**config.mk**
```make
export PLATFORM = sky130hd
export DESIGN_NAME = and4_qual_filter_flat
export DESIGN_NICKNAME = d
export VERILOG_FILES = /design/src/rtl/and4_qual_filter_if.sv /design/src/rtl/and4_qual_filter.sv /design/src/flat_wrapper.sv
export SDC_FILE = /design/constraint.sdc
export NUM_CORES = 1
export LEC_CHECK = 0
export BUFFER_PORTS_ARGS = -buffer_cell sky130_fd_sc_hd__buf_2
export CORE_AREA = 2 2 39 41
export DETAILED_ROUTE_END_ITERATION = 10
export DIE_AREA = 0 0 41 43
export PLACE_DENSITY_LB_ADDON = 0.12
export SETUP_SLACK_MARGIN = 0.4
export SYNTH_ARGS = -nofsm -noshare
export SYNTH_HDL_FRONTEND = slang
export SYNTH_SLANG_ARGS = --single-unit
```
**constraint.sdc**
```tcl
create_clock -name CLK -period 1.4 [get_ports CLK]
set_input_delay 0 -clock CLK [delete_from_list [all_inputs] [get_ports CLK]]
set_output_delay 0 -clock CLK [all_outputs]
set_load 0.05 [all_outputs]
```
**src/rtl/and4_qual_filter_if.sv**
```systemverilog
// Signal bundle for and4_qual_filter: the raw AND inputs, the counter clear,
// and the qualified outputs. The master drives the inputs; the slave is the filter.
interface and4_qual_filter_if;
    logic       IN1;
    logic       IN2;
    logic       IN3;
    logic       IN4;
    logic       CLR;
    logic       Q;
    logic       QN;
    logic       RISE;
    logic [7:0] CNT;
    logic       SAT;

    modport master (
        output IN1, IN2, IN3, IN4, CLR,
        input  Q, QN, RISE, CNT, SAT
    );

    modport slave (
        input  IN1, IN2, IN3, IN4, CLR,
        output Q, QN, RISE, CNT, SAT
    );
endinterface

```
**src/rtl/and4_qual_filter.sv**
```systemverilog
// and4_qual_filter: registered 4-input AND that must hold true for FILT_LEN
// consecutive samples before Q asserts; deassertion is unfiltered.
// RISE pulses for the first ACTIVE cycle. The saturating event counter
// (CNT/SAT/CLR) exists only when AND4_QUAL_FILTER_CNT_EN is defined;
// otherwise CNT and SAT read 0 and CLR is ignored.
module and4_qual_filter #(
    parameter int FILT_LEN = 3
) (
    input logic               CLK,
    input logic               RST,
    and4_qual_filter_if.slave bus
);

    typedef enum logic [1:0] {
        IDLE,
        QUAL,
        ACTIVE
    } state_t;

    localparam logic [3:0] RUN_LAST = 4'(FILT_LEN - 1);

    logic [3:0] s;
    logic       a;
    state_t     state;
    state_t     next_state;
    logic [3:0] run;
    logic [3:0] next_run;
    logic       q;
    logic       qn;
    logic       rise;
    logic       rise_set;

    // Capture the raw inputs every edge; the AND is taken on the sampled copy.
    always_ff @(posedge CLK) begin
        if (RST) begin
            s <= '0;
        end else begin
            s <= {bus.IN1, bus.IN2, bus.IN3, bus.IN4};
        end
    end

    assign a = &s;

    // Qualification decision: count consecutive A=1 samples, drop out on any A=0.
    always_comb begin
        next_state = state;
        next_run   = run;
        case (state)
            IDLE: begin
                if (a) begin
                    if (FILT_LEN == 1) begin
                        next_state = ACTIVE;
                        next_run   = '0;
                    end else begin
                        next_state = QUAL;
                        next_run   = 4'd1;
                    end
                end else begin
                    next_run = '0;
                end
            end
            QUAL: begin
                if (!a) begin
                    next_state = IDLE;
                    next_run   = '0;
                end else if (run == RUN_LAST) begin
                    next_state = ACTIVE;
                    next_run   = '0;
                end else begin
                    next_run = run + 4'd1;
                end
            end
            ACTIVE: begin
                if (!a) begin
                    next_state = IDLE;
                    next_run   = '0;
                end
            end
            default: begin
                next_state = IDLE;
                next_run   = '0;
            end
        endcase
    end

    assign rise_set = (next_state == ACTIVE) && (state != ACTIVE);

    // State, run counter and the registered Q/QN/RISE outputs.
    always_ff @(posedge CLK) begin
        if (RST) begin
            state <= IDLE;
            run   <= '0;
            q     <= 1'b0;
            qn    <= 1'b1;
            rise  <= 1'b0;
        end else begin
            state <= next_state;
            run   <= next_run;
            q     <= (next_state == ACTIVE);
            qn    <= (next_state != ACTIVE);
            rise  <= rise_set;
        end
    end

    assign bus.Q    = q;
    assign bus.QN   = qn;
    assign bus.RISE = rise;

`ifdef AND4_QUAL_FILTER_CNT_EN
    logic [7:0] cnt;

    // Saturating event counter; a clear wins over a coincident increment.
    always_ff @(posedge CLK) begin
        if (RST) begin
            cnt <= '0;
        end else if (bus.CLR) begin
            cnt <= '0;
        end else if (rise_set && (cnt != 8'hFF)) begin
            cnt <= cnt + 8'd1;
        end
    end

    assign bus.CNT = cnt;
    assign bus.SAT = (cnt == 8'hFF);
`else
    assign bus.CNT = '0;
    assign bus.SAT = 1'b0;
`endif

endmodule

```
**src/flat_wrapper.sv**
```systemverilog
// flat-port wrapper written by rule: the top's interface ports become plain ports
module and4_qual_filter_flat 
#(
    parameter int FILT_LEN = 3
)
  (CLK, RST, bus_IN1, bus_IN2, bus_IN3, bus_IN4, bus_CLR, bus_Q, bus_QN, bus_RISE, bus_CNT, bus_SAT);
  and4_qual_filter_if bus_i ();
  input logic CLK;
  input logic RST;
  input wire logic [$bits(bus_i.IN1)-1:0] bus_IN1;
  input wire logic [$bits(bus_i.IN2)-1:0] bus_IN2;
  input wire logic [$bits(bus_i.IN3)-1:0] bus_IN3;
  input wire logic [$bits(bus_i.IN4)-1:0] bus_IN4;
  input wire logic [$bits(bus_i.CLR)-1:0] bus_CLR;
  output wire logic [$bits(bus_i.Q)-1:0] bus_Q;
  output wire logic [$bits(bus_i.QN)-1:0] bus_QN;
  output wire logic [$bits(bus_i.RISE)-1:0] bus_RISE;
  output wire logic [$bits(bus_i.CNT)-1:0] bus_CNT;
  output wire logic [$bits(bus_i.SAT)-1:0] bus_SAT;
  assign bus_i.IN1 = bus_IN1;
  assign bus_i.IN2 = bus_IN2;
  assign bus_i.IN3 = bus_IN3;
  assign bus_i.IN4 = bus_IN4;
  assign bus_i.CLR = bus_CLR;
  assign bus_Q = bus_i.Q;
  assign bus_QN = bus_i.QN;
  assign bus_RISE = bus_i.RISE;
  assign bus_CNT = bus_i.CNT;
  assign bus_SAT = bus_i.SAT;
  and4_qual_filter #(.FILT_LEN(FILT_LEN)) u_core (.CLK(CLK), .RST(RST), .bus(bus_i));
endmodule
```
==> summary.md, run 1 <==
| Metric | Value |
|---|---|
| CTS buffer count | 3 |
| Status | finished clean |
| Global-route wire length before repair | 1538 um |
| Post-DR vias/cell | 4.596 |
| Crit Reg-Reg Endpoint | u_core.run[1] |
| Pre-Repair DR Iteration Count | 2 |
| Worst reg2reg setup slack | 0.15 ns |
| Site row count | 14 |
| Port Buffers | 8 |
| Synth Register Bits | 13 |
| CTS Sinks | 13 |
| Commonest non-fill, non-tap cells in the layout | 10 x dfxtp_1, 9 x conb_1, 8 x buf_2, 5 x dlygate4sd3_1, 5 x buf_4 |
| CORE AREA | 0.001384 sq mm |
| CTS clk-pin slew, worst paths | 0.08 ns |
| TNS Setup | 0 ns |
| Layout area overhead | 32.00% |
| WS Path Type | reg2reg |
| Layout cell share with drive strength beyond 1 | 0.3590 |
| # setup viols final | 0 |
| H-tree depth reported by CTS | 1 |
| Vias in the first global route | 377 |
| Initial DRC Count | 2 |
| CP Capture Type | register |
| Final min period | 1.247 ns |
| Sequential share of the synthesized area | 0.4622 |
| Post-synthesis cell type count | 24 |
| Worst reg2reg path startpoint | u_core.run[0] |
| Ports | 19 |
| CTS root buf | clkbuf_4 |
| Die height | 43 um |
| Power density cells | 926.4 mW/mm^2 |
| Unrepaired setup endpoints after global routing | yes |
| WL/cell | 10.53 um |
| Estimated wirelength of the detail-placed design | 569.5 um |
| Final count of pins violating max slew | 0 |
| ANT cells | 0 |
| Period utilisation layout | 0.8910 |
| Gpl congestion | 0.6565 |
| CP Launch Type | register |
| Worst R2R Path Depth | 5 |
| Via count | 432 |
| Largest net degree at the start of global routing | 10 |
| Nets | 88 |
| Initial Util | 0.4069 |
| Worst-Skew Late Latency | 0.28 ns |
| Hold path depth | 3 |
| Clock Path Buffers | 2 |
| DIE AREA | 0.001763 sq mm |
| Yosys warns | 0 |
| Most common cell after layout, fill and taps aside | dfxtp_1 |
| Worst Hold Class | in2reg |
| Die W | 41 um |
| Required @ worst endpoint | 1.62 ns |
| GRT Total Usage | 0.1321 |
| Antenna violations before repair | 0 |
| Mapped cell area | 563.0 sq um |
| Routed Antenna Nets | 0 |
| Avg Inst Size Synth | 9.708 sq um |
| Grt ovf | 0 |
| Worst Hold Endpoint | u_core.run[1] |
| Final Skew | 0.005431 ns |
| Maximum vdd drop | 0.5185 mV |
| Syn Inst Count | 58 |
| Max capacitance violation total | 0 |
| Top achievable clock speed | 801.7 MHz |
| WL final | 990 um |
| Final hold slack | 0.06876 ns |
| Final Hold Fails | 0 |
| CTS tree | done |
| Launch point of the worst hold path | RST |
| Arr. time, crit path | 1.47 ns |
| CP max FO | 3 |
| Leak Pwr | 0.0002978 uW |
| DRC violations left | 0 |
## metal layers
layer	GRT usage	part of all wire	vias up
met5	0	0	-
li1	-	-	219
met4	0.06000	0.014	0
met2	0.1969	0.52	12
met1	0.1629	0.42	199
met3	0.04712	0.040	2
## logic make-up after synthesis
kind of cell | count (synthesis) | share of synthesized area
compound gates | 10 | 0.1089
fa+ha+maj | 2 | 0.04444
buf+inv | 11 | 0.1355
flops | 13 | 0.4622
other cells | 1 | 0.006660
simple gates | 21 | 0.2422
## sequential cells by signal, summed over array words and instances (netlist names)
register / cells
u_core.bus.RISE: 1
u_core.state: 2
u_core.bus.QN: 1
u_core.s: 4
u_core.bus.Q: 1
u_core.run: 4
## worst max-delay path by stage
stage | start | cells past startpoint | to
final | u_core.run[0] | 5 | u_core.run[1]
after global routing | u_core.run[0] | 5 | u_core.run[1]
after CTS | u_core.run[0] | 5 | u_core.run[1]
after detailed placement | u_core.run[0] | 5 | u_core.run[1]
after global placement | u_core.run[0] | 5 | u_core.run[1]
after floorplan | u_core.run[0] | 5 | u_core.run[1]
## Yosys cell counts
| library cell | n | share of area |
|---|---|---|
| nand3_1 | 1 | 0.0089 |
| o21ai_0 | 1 | 0.0089 |
| nand2b_1 | 2 | 0.022 |
| nand4b_1 | 2 | 0.031 |
| nand4_1 | 1 | 0.011 |
| or3b_1 | 1 | 0.016 |
| or2_2 | 1 | 0.011 |
| nor2b_1 | 4 | 0.044 |
| a211oi_1 | 2 | 0.027 |
| buf_2 | 1 | 0.0089 |
| nand2_1 | 3 | 0.020 |
| nor2_1 | 1 | 0.0067 |
| conb_1 | 1 | 0.0067 |
| inv_1 | 1 | 0.0067 |
| dfxtp_1 | 13 | 0.46 |
| nor3b_1 | 2 | 0.027 |
| and2b_1 | 2 | 0.027 |
| or4b_1 | 1 | 0.018 |
| buf_4 | 9 | 0.12 |
| o21a_1 | 1 | 0.013 |
| a21o_1 | 1 | 0.013 |
| a31oi_1 | 1 | 0.011 |
| a21oi_1 | 4 | 0.036 |
| ha_1 | 2 | 0.044 |
## per-stage QoR
| step | area, sq um | std cells | setup WS (ns) | total power (uW) | utilization |
|---|---|---|---|---|---|
| 2_1_floorplan | 629.4 | 66 | 0.2065 | 461.8 | - |
| 3_5_place_dp | 610.6 | 80 | 0.1537 | 450.1 | 0.4412 |
| 6_report | 743.2 | 94 | 0.1527 | 688.5 | 0.5371 |
| 5_1_grt | 743.2 | 94 | 0.08384 | 717.5 | 0.5371 |
| 3_3_place_gp | 610.6 | 80 | 0.1441 | 449.9 | 0.4412 |
| 4_1_cts | 706.9 | 91 | 0.1556 | 690.6 | 0.5109 |
## where the power goes
group	internal [uW]	switching, uW	total [uW]
sequential	375	1.70	377
combinational	17.4	58.3	75.7
clock	111	125	236
total	503	185	689
## area by class of cell
| class | count | area, sq um |
|---|---|---|
| inverter | 1 | 3.754 |
| tap | 16 | 20.02 |
| sequential | 13 | 264.0 |
| timing repair buffer | 18 | 127.6 |
| fill | 132 | 640.6 |
| clock buffer | 4 | 26.28 |
| multi-input combinational | 42 | 301.5 |
## worst max-delay path, stage by stage (launching register included)
cell	delay (ns)
dfxtp_2	0.35
inv_2	0.05
ha_4	0.15
nor3b_4	0.16
or3b_1	0.37
a21oi_2	0.11
## repair_timing
action | 4_1_cts | 5_1_grt
hold buffers | 4 | 1
buffers inserted | 3 | 2
hold endpoints to repair | 4 | 3
gates resized for setup | 3 | 3
setup endpoints to repair | 9 | 9
pin swaps | 4 | 3
(Power assumes the default switching activity.)
==> run 2, diff against run 1 <==
==> constraint.sdc (replaced) <==
create_clock -name CLK -period 1.6 [get_ports CLK]
set_input_delay 0 -clock CLK [delete_from_list [all_inputs] [get_ports CLK]]
set_output_delay 0 -clock CLK [all_outputs]
set_load 0.05 [all_outputs]
==> summary.md, run 2 (synthesis gave the netlist of run 1 again) <==
| Metric | Value |
|---|---|
| Final std cells w/o fill | 93 (-1.1%) |
| CTS buffer count | 3 (unchanged) |
| WL final | 873 um (-12%) |
| CP max-delay cell | dfxtp_2 |
| WL/cell | 9.387 um (-11%) |
| Final Skew | 0.004654 ns (-0.0007769 ns) |
| ANT cells | 0 (unchanged) |
| Worst Hold Class | in2reg |
| Die W | 41 um (unchanged) |
| Global-route wire length before repair | 1435 um (-6.7%) |
| Clock Path Buffers | 2 (unchanged) |
| DRC violations left | 0 (unchanged) |
| Worst-path cell chain | inv_2 -> ha_4 -> nor3b_4 -> or3b_1 -> a21oi_1 |
| Site row count | 14 (unchanged) |
| CP Capture Type | register |
| Maximum vdd drop | 0.5126 mV (-1.1%) |
| GRT met2 Usage | 0.1844 (-0.01250) |
| Most Crowded Layer GR | met2 |
| Final count of pins violating max slew | 0 (unchanged) |
| # setup viols final | 0 (unchanged) |
| Layout cell share with drive strength beyond 1 | 0.3247 (-0.03430) |
| Die height | 43 um (unchanged) |
| CTS tree | done |
| Antenna violations before repair | 0 (unchanged) |
| Grt ovf | 0 (unchanged) |
| Top achievable clock speed | 809.3 MHz (+0.94%) |
| Initial DRC Count | 0 (-2) |
| Layout area overhead | 28.89% |
| Post-route setup slack | 0.3643 ns (+0.2117 ns) |
| Estimated wirelength of the detail-placed design | 585.5 um (+2.8%) |
| H-tree depth reported by CTS | 1 (unchanged) |
| CP Launch Type | register |
| CORE AREA | 0.001384 sq mm (unchanged) |
| CP max stage delay | 0.34 ns (-0.03 ns) |
| DP Worst Slack | 0.2782 ns (+0.1246 ns) |
| Required @ worst endpoint | 1.80 ns (+0.18 ns) |
| Final Hold Fails | 0 (unchanged) |
| TNS Setup | 0 ns (unchanged) |
| Met1 Resource Use GR | 0.1410 (-0.02188) |
| Most common cell after layout, fill and taps aside | dfxtp_1 |
| CP max FO | 4 (+1) |
| Vias in the first global route | 363 (-3.7%) |
| CTS clk-pin slew, worst paths | 0.08 ns (about the same) |
| Max capacitance violation total | 0 (unchanged) |
| Placed instance count | 80 (unchanged) |
| CTS Sinks | 13 (unchanged) |
| Via count | 415 (-3.9%) |
| Arr. time, crit path | 1.44 ns (-0.03 ns) |
| Ports | 19 (unchanged) |
| Initial Util | 0.4069 (unchanged) |
| Routed Antenna Nets | 0 (unchanged) |
| GRT Total Usage | 0.1212 (-0.01084) |
| Leak Pwr | 0.0002904 uW (-2.5%) |
| Unrepaired setup endpoints after global routing | yes |
| WS Path Type | reg2reg |
| Gpl congestion | 0.6514 (-0.78%) |
| Status | finished clean |
| Commonest non-fill, non-tap cells in the layout | 10 x dfxtp_1, 9 x conb_1, 8 x buf_2, 5 x dlygate4sd3_1 |
| CTS root buf | clkbuf_4 |
| DIE AREA | 0.001763 sq mm (unchanged) |
| Worst-Skew Late Latency | 0.27 ns (about the same) |
| Met3 usage | 0.03141 (-0.01571) |
| Nets | 87 (-1.1%) |
| Largest registers | u_core.run (4), u_core.s (4), u_core.state (2) |
| Pre-Repair DR Iteration Count | 1 (-1) |
| Final min period | 1.236 ns (-0.01167 ns) |
| Largest net degree at the start of global routing | 10 (unchanged) |
| Port Buffers | 8 (unchanged) |
| Post-DR vias/cell | 4.462 (-2.9%) |
| Power density cells | 809.6 mW/mm^2 (-13%) |
| Period utilisation layout | 0.7723 (-0.1187) |
-- run 2: final timing paths --
kind,startpoint,to,slack (ns),depth (start not counted)
setup reg to reg,u_core.run[0],u_core.run[1],0.36,5
hold / removal,bus_IN2,u_core.s[2],0.47,3
hold reg to reg,u_core.run[2],u_core.run[2],0.51,2
setup / recovery,u_core.run[0],u_core.run[1],0.36,5
-- run 2: final cells by class --
cell class                 count  area [sq um]
timing repair buffer          17         120.1
tap                           16         20.02
clock buffer                   3         22.52
multi-input combinational     42         287.8
inverter                       1         3.754
fill                         135         658.1
sequential                    13         266.5
clock inverter                 1         5.005
-- run 2: stage by stage --
step	utilization	instance area [sq um]	hold WS, ns	total power, uW
5_1_grt	0.5244	725.7	0.4700	621.2
6_report	0.5244	725.7	0.4667	587.5
3_3_place_gp	0.4241	586.8	0.2099	393.8
4_1_cts	0.5172	715.7	0.4546	601.4
2_1_floorplan	-	599.3	0.07161	404.0
3_5_place_dp	0.4241	586.8	0.2150	393.9
-- run 2: repair_timing --
action | CTS | global route
resized for setup | 8 | 1
pin swaps | 4 | 3
hold endpoints to repair | 4 | 0
setup endpoints to repair | 6 | 4
setup buffers | 3 | 1
hold buffers | 5 | 0
-- run 2: where the power goes --
group / total (uW) / internal [uW] / switching [uW]
Combinational: 65.7 / 15.0 / 50.7
Sequential: 328 / 327 / 1.56
Clock: 193 / 92.4 / 101
Total: 588 / 434 / 153
-- run 2: routing by layer --
layer | part of all wire | up-vias
li1 | - | 218
met1 | 0.45 | 187
met2 | 0.50 | 8
met3 | 0.040 | 2
met4 | 0.0092 | 0
met5 | 0 | -
-- run 2: worst max-delay path: cells and delay by family (launching register included) --
kind / cells / cell delay, ns
AO/OA/AOI/OAI: 1 / 0.13
adder cells (fa/ha/maj): 1 / 0.15
buffers and inverters: 1 / 0.05
flip-flops: 1 / 0.34
AND/OR/NAND/NOR: 2 / 0.50
